**config.mk**
```make
export PLATFORM = sky130hd
export DESIGN_NAME = pulse_meas
export DESIGN_NICKNAME = d
export VERILOG_FILES = /design/src/rtl/pulse_pkg.sv /design/src/rtl/sync_edge_det.sv /design/src/rtl/pulse_meas.sv
export SDC_FILE = /design/constraint.sdc
export NUM_CORES = 1
export LEC_CHECK = 0
export BUFFER_PORTS_ARGS = -buffer_cell sky130_fd_sc_hd__buf_2
export CORE_AREA = 3 3 150 152
export DETAILED_ROUTE_END_ITERATION = 10
export DIE_AREA = 0 0 153 155
export GPL_TIMING_DRIVEN = 0
export PLACE_DENSITY_LB_ADDON = 0.12
export SETUP_SLACK_MARGIN = 0.5
export SYNTH_ARGS = -nofsm -noshare
export SYNTH_HDL_FRONTEND = slang
export SYNTH_SLANG_ARGS = --single-unit
```
**constraint.sdc**
```tcl
create_clock -name i_clk -period 2.12 [get_ports i_clk]
set_input_delay 0.106 -clock i_clk [delete_from_list [all_inputs] [get_ports i_clk]]
set_output_delay 0.106 -clock i_clk [all_outputs]
set_load 0.05 [all_outputs]
```
**src/rtl/pulse_pkg.sv**
```systemverilog
// Shared constants and state encoding for the pulse measurement / pulse source pair.
package pulse_pkg;

    typedef enum logic [1:0] {
        P_IDLE      = 2'd0,
        P_WAIT_RISE = 2'd1,
        P_MEAS_HIGH = 2'd2,
        P_DONE      = 2'd3
    } pulse_state_t;

    localparam logic [31:0] DEFAULT_TIMEOUT = 32'd4000000;

endpackage

```
**src/rtl/sync_edge_det.sv**
```systemverilog
// Two-flop synchronizer with a registered copy for single-cycle rise/fall detection.
module sync_edge_det (
    input  logic i_clk,
    input  logic i_rst_n,
    input  logic i_d,
    output logic o_sync,
    output logic o_rise,
    output logic o_fall
);

    logic meta;
    logic sync;
    logic prev;

    always_ff @(posedge i_clk or negedge i_rst_n) begin
        if (!i_rst_n) begin
            meta <= 1'b0;
            sync <= 1'b0;
            prev <= 1'b0;
        end else begin
            meta <= i_d;
            sync <= meta;
            prev <= sync;
        end
    end

    assign o_sync = sync;
    assign o_rise = sync & ~prev;
    assign o_fall = ~sync & prev;

endmodule

```
**src/rtl/pulse_meas.sv**
```systemverilog
// Armed one-shot pulse receiver: measures arm-to-rise delay and high width in clock cycles.
module pulse_meas
    import pulse_pkg::*;
#(
    parameter logic [31:0] TIMEOUT = DEFAULT_TIMEOUT
) (
    input  logic        i_clk,
    input  logic        i_rst_n,
    input  logic        i_pulse,
    input  logic        i_arm,
    output logic        o_busy,
    output logic        o_done,
    output logic        o_timeout,
    output logic [31:0] o_posedge_time,
    output logic [31:0] o_width
);

    pulse_state_t state;
    logic [31:0]  pos_cnt;
    logic [31:0]  wid_cnt;
    logic         pulse_sync;
    logic         rise_det;
    logic         fall_det;

    sync_edge_det u_sync (
        .i_clk   (i_clk),
        .i_rst_n (i_rst_n),
        .i_d     (i_pulse),
        .o_sync  (pulse_sync),
        .o_rise  (rise_det),
        .o_fall  (fall_det)
    );

    // Both edges carry the same detect latency, so the width needs no correction.
    always_ff @(posedge i_clk or negedge i_rst_n) begin
        if (!i_rst_n) begin
            state          <= P_IDLE;
            pos_cnt        <= '0;
            wid_cnt        <= '0;
            o_busy         <= 1'b0;
            o_done         <= 1'b0;
            o_timeout      <= 1'b0;
            o_posedge_time <= '0;
            o_width        <= '0;
        end else begin
            o_done <= 1'b0;
            case (state)
                P_IDLE: begin
                    if (i_arm) begin
                        pos_cnt <= '0;
                        wid_cnt <= '0;
                        o_busy  <= 1'b1;
                        state   <= P_WAIT_RISE;
                    end
                end
                P_WAIT_RISE: begin
                    if (rise_det) begin
                        wid_cnt <= 32'd1;
                        state   <= P_MEAS_HIGH;
                    end else if (pos_cnt == TIMEOUT) begin
                        o_done         <= 1'b1;
                        o_timeout      <= 1'b1;
                        o_posedge_time <= pos_cnt;
                        o_width        <= '0;
                        state          <= P_DONE;
                    end else begin
                        pos_cnt <= pos_cnt + 32'd1;
                    end
                end
                P_MEAS_HIGH: begin
                    if (fall_det) begin
                        o_done         <= 1'b1;
                        o_timeout      <= 1'b0;
                        o_posedge_time <= pos_cnt;
                        o_width        <= wid_cnt;
                        state          <= P_DONE;
                    end else if (wid_cnt == TIMEOUT) begin
                        o_done         <= 1'b1;
                        o_timeout      <= 1'b1;
                        o_posedge_time <= pos_cnt;
                        o_width        <= wid_cnt;
                        state          <= P_DONE;
                    end else begin
                        wid_cnt <= wid_cnt + 32'd1;
                    end
                end
                P_DONE: begin
                    o_busy <= 1'b0;
                    state  <= P_IDLE;
                end
                default: state <= P_IDLE;
            endcase
        end
    end

    logic unused_sync;
    assign unused_sync = pulse_sync;

endmodule

```
==> flow_summary.yaml <==
power:
  leakage_nw: 5.50
  seq_power_share_pct: 21.4
  switching_power_mw: 5.69
  switching_share_pct: 40.5
  total_power_mw: 14.0
  powerDensity_nw_per_um2: 1130
  highest_ir_drop_seen_on_vdd_mv: 0.747
  p_int_mw: 8.35
  share_clk_of_total_power_pct: 20.6
  combinationalPowerShare_pct: 58.1
final_layout:
  final.fill_count: 1687
  finalInstanceArea_sq_um: 12400
  finish.net_count: 1030
  drive_gt1_share_pct: 56.8
  layout-area-overhead-vs-synth_pct: 68.2
  number_of_diodes_added_for_antenna_fixing: 0
  fin_cells: 1306
synthesis:
  synth_top_area_share_pct: 46.2
  post_synth_num_cell_types: 64
  yosys.area.top_type: "dfrtp_1"
  mappedNetlistNets: 790
  synth.yosys.seq_area_share_pct: 46.2
  yosys_register_bits: 136
  synthesis.instances: 778
  synth_area_sq_um: 7370
  ys.warnings.count: 0
  postSynth.topFlopCell: "dfrtp_1"
  ys_async_sr_fraction_pct: 100
  synth.avg_cell_area_sq_um: 9.47
  synth-edff-count: 0
  netlist_top_cells_area: "dfrtp_1 (46%), o21ai_0 (5.4%), mux2_2 (5.0%)"
global_route:
  grt_start_max_net_pins: 86
  grt_use_total_pct: 22.9
  wire_length_of_the_first_global_routing_pass_mm: 43.0
  antenna_violations_before_repair: 0
  first_global_vias: 7320
  overflow: 0
detailed_routing:
  drc_errors: 0
  drt_wl_total_mm: 28.8
  vias: 7844
  routed_length_per_placed_instance_microns: 22.1
  first_pass_iters: 5
  initialDrtViolationCount: 814
  route.antenna.remaining_nets: 0
  detail_route.vias_per_cell: 6.01
cts:
  clkSlewWorstSetupHoldPaths_ns: 0.06
  cts_tree: "done"
  cts-buffers-inserted: 17
  ctsLongestPathBuffers: 2
  clkLatencyLatePin_ns: 0.43
  cts_root_buf: "clkbuf_16"
  cts.sink_count: 136
  cts.htree.levels: 4
floorplan:
  core_region_sq_um: 21200
  floorplan.initialDensity_pct: 34.8
  die_height_microns: 155
  dieArea_sq_um: 23700
  rows: 53
  boundaryPins: 71
  die_width_microns: 153
placed_design:
  dp_hpwl_mm: 16.8
  buffer_ports.inserted: 70
  finalWeightedCongestion: 0.897
  place_area_sq_um: 8710
  post-place-ws_ns: -0.608
  placed_cells_incl_taps: 1124
sta:
  fin_ws_ns: -0.231
  timing.max_slew.rel_slack_pct: 56.4
  worst_clock_skew_ns: 0.00857
  tightestPinTransition_ns: 0.654
  period_needed_ns: 2.35
  setup_repair_after_global_routing_missed_its_margin: "yes"
  timing_hold_violations_final: 0
  setup-tns-final_ns: -12.38
  layout_worst_path_cycle_share_pct: 111
  max_slew_violation_count: 0
  setup-violations-final: 88
  achievable-frequency_mhz: 425
critical_path:
  cp.arrival_ns: 2.66
  crit_path_cell_trace: "inv_2, ha_4, nor4b_4, and4_4, a31oi_4, or2_4, buf_12, buf_12, mux2_4"
  crit_type: "flip-flop to flip-flop"
  worstSetupEndpointType: "flip-flop"
  cpLargestDelayFamily: "simple AND/OR/NAND/NOR gates"
  worst_path_max_delay_cell: "dfrtp_2"
  critPathMaxStageDelay_ns: 0.43
  number_of_buffers_and_inverters_on_the_critical_path: 3
  worst_path_most_repeated_cell: "buf_12"
  required_ns: 2.43
  cp_max_fo: 8
  setup.worst_path.start_class: "flip-flop"
min_path:
  timing.hold.worst.class: "input port to flip-flop"
run_status:
  outcome: "finished with violations"
  violations: "setup timing"
job:
  maxCapViolCount: 0
cells in the mapped netlist, types with 11 or more instances:
cell / number
dfrtp_1: 136
o21ai_0: 80
nand3_1: 59
clkbuf_1: 55
nand2_1: 44
nor3_1: 37
nand4_1: 35
mux2_2: 33
nor2_1: 27
nor4_1: 26
a221o_1: 22
inv_1: 22
a31oi_1: 16
a21oi_1: 14
and4_1: 14
buf_2: 11
worst reg2reg max path, cell delays in order (launching register included):
cell and delay [ns]:
dfrtp_2 0.43, inv_2 0.07, ha_4 0.12, nor4b_4 0.32, and4_4 0.31, a31oi_4 0.10
or2_4 0.27, buf_12 0.16, buf_12 0.15, mux2_4 0.30
state kept, by name, indices dropped and copies added (netlist names):
name	flops
o_posedge_time	32
o_width	32
pos_cnt	32
wid_cnt	32
state	2
o_busy	1
o_done	1
o_timeout	1
u_sync.meta	1
u_sync.o_sync	1
u_sync.prev	1
logic make-up after synthesis:
family | count (synthesis) | synth area share [%]
AND/OR/NAND/NOR | 298 | 22.5
AO/OA/AOI/OAI | 198 | 18.4
flip-flops | 136 | 46.2
buffers and inverters | 98 | 5.60
multiplexers | 40 | 6.01
adder cells (fa/ha/maj) | 8 | 1.36
power by group through the flow:
stage          clock (mW)  sequential, mW  combinational, mW
2_1_floorplan           0            3.34               2.72
3_3_place_gp            0            3.05               4.18
3_5_place_dp            0            3.06               4.23
4_1_cts              2.93            2.99               6.92
5_1_grt              3.02            3.03               8.47
6_report             2.89            3.00               8.15
stage by stage:
step                hold slack [ns]  util [%]
floorplan                    -0.190         -
global placement              0.214      41.0
detailed placement           0.0803      41.2
CTS                          0.0578      53.9
global route                  0.135      58.6
finish                       0.0681      58.6
metal layers:
| metal | GRT usage, % | wire length, microns | vias to the layer above | part of all wire, % |
|---|---|---|---|---|
| li1 | - | - | 3476 | - |
| met1 | 34.6 | 13400 | 3963 | 47 |
| met2 | 33.2 | 12500 | 345 | 43 |
| met3 | 4.98 | 2210 | 60 | 7.7 |
| met4 | 5.94 | 667 | 0 | 2.3 |
| met5 | 0 | 0 | - | 0 |
cells in the final DEF (no fill, tap or decap), types with 19 or more instances in the layout:
master     synthesis  layout
a221o_1           22      22
buf_2             11      73
buf_4              6      90
buf_6              1      48
clkbuf_16          0      35
clkbuf_8           0      19
dfrtp_1          136     117
dfrtp_2            0      19
mux2_4             0      30
nand2_1           44      31
nand3_1           59      44
nand4_1           35      35
nor3_1            37      26
o21ai_2            0      53
final timing paths:
kind	start	to	slack (ns)	cells after the start
max in group asynchronous	i_rst_n	wid_cnt[9]	1.07	3
min in group asynchronous	i_rst_n	o_width[17]	0.18	2
max	pos_cnt[0]	o_posedge_time[15]	-0.23	9
min reg2reg	u_sync.meta	u_sync.o_sync	0.35	0
max reg2reg	pos_cnt[0]	o_posedge_time[15]	-0.23	9
min	i_arm	o_busy	0.07	4
timing repair:
item / 4_1_cts / 5_1_grt
pin swaps: 52 / 62
setup endpoints to repair: 132 / 132
buffers inserted: 89 / 37
hold buffers: 2 / 0
gates resized for setup: 295 / 151
endpoints found under the hold margin: 52 / 0
gates cloned: 15 / 7
final cells by class:
class	instances	area (sq um)	area share, %
Buffer	75	1010	8.19
Clock buffer	19	433	3.49
Clock inverter	13	123	0.989
Inverter	23	103	0.828
Multi-Input combinational cell	544	5060	40.8
Sequential cell	136	3430	27.6
Tap cell	275	344	2.78
Timing Repair Buffer	221	1890	15.3
Power figures use the tool's default switching activity.
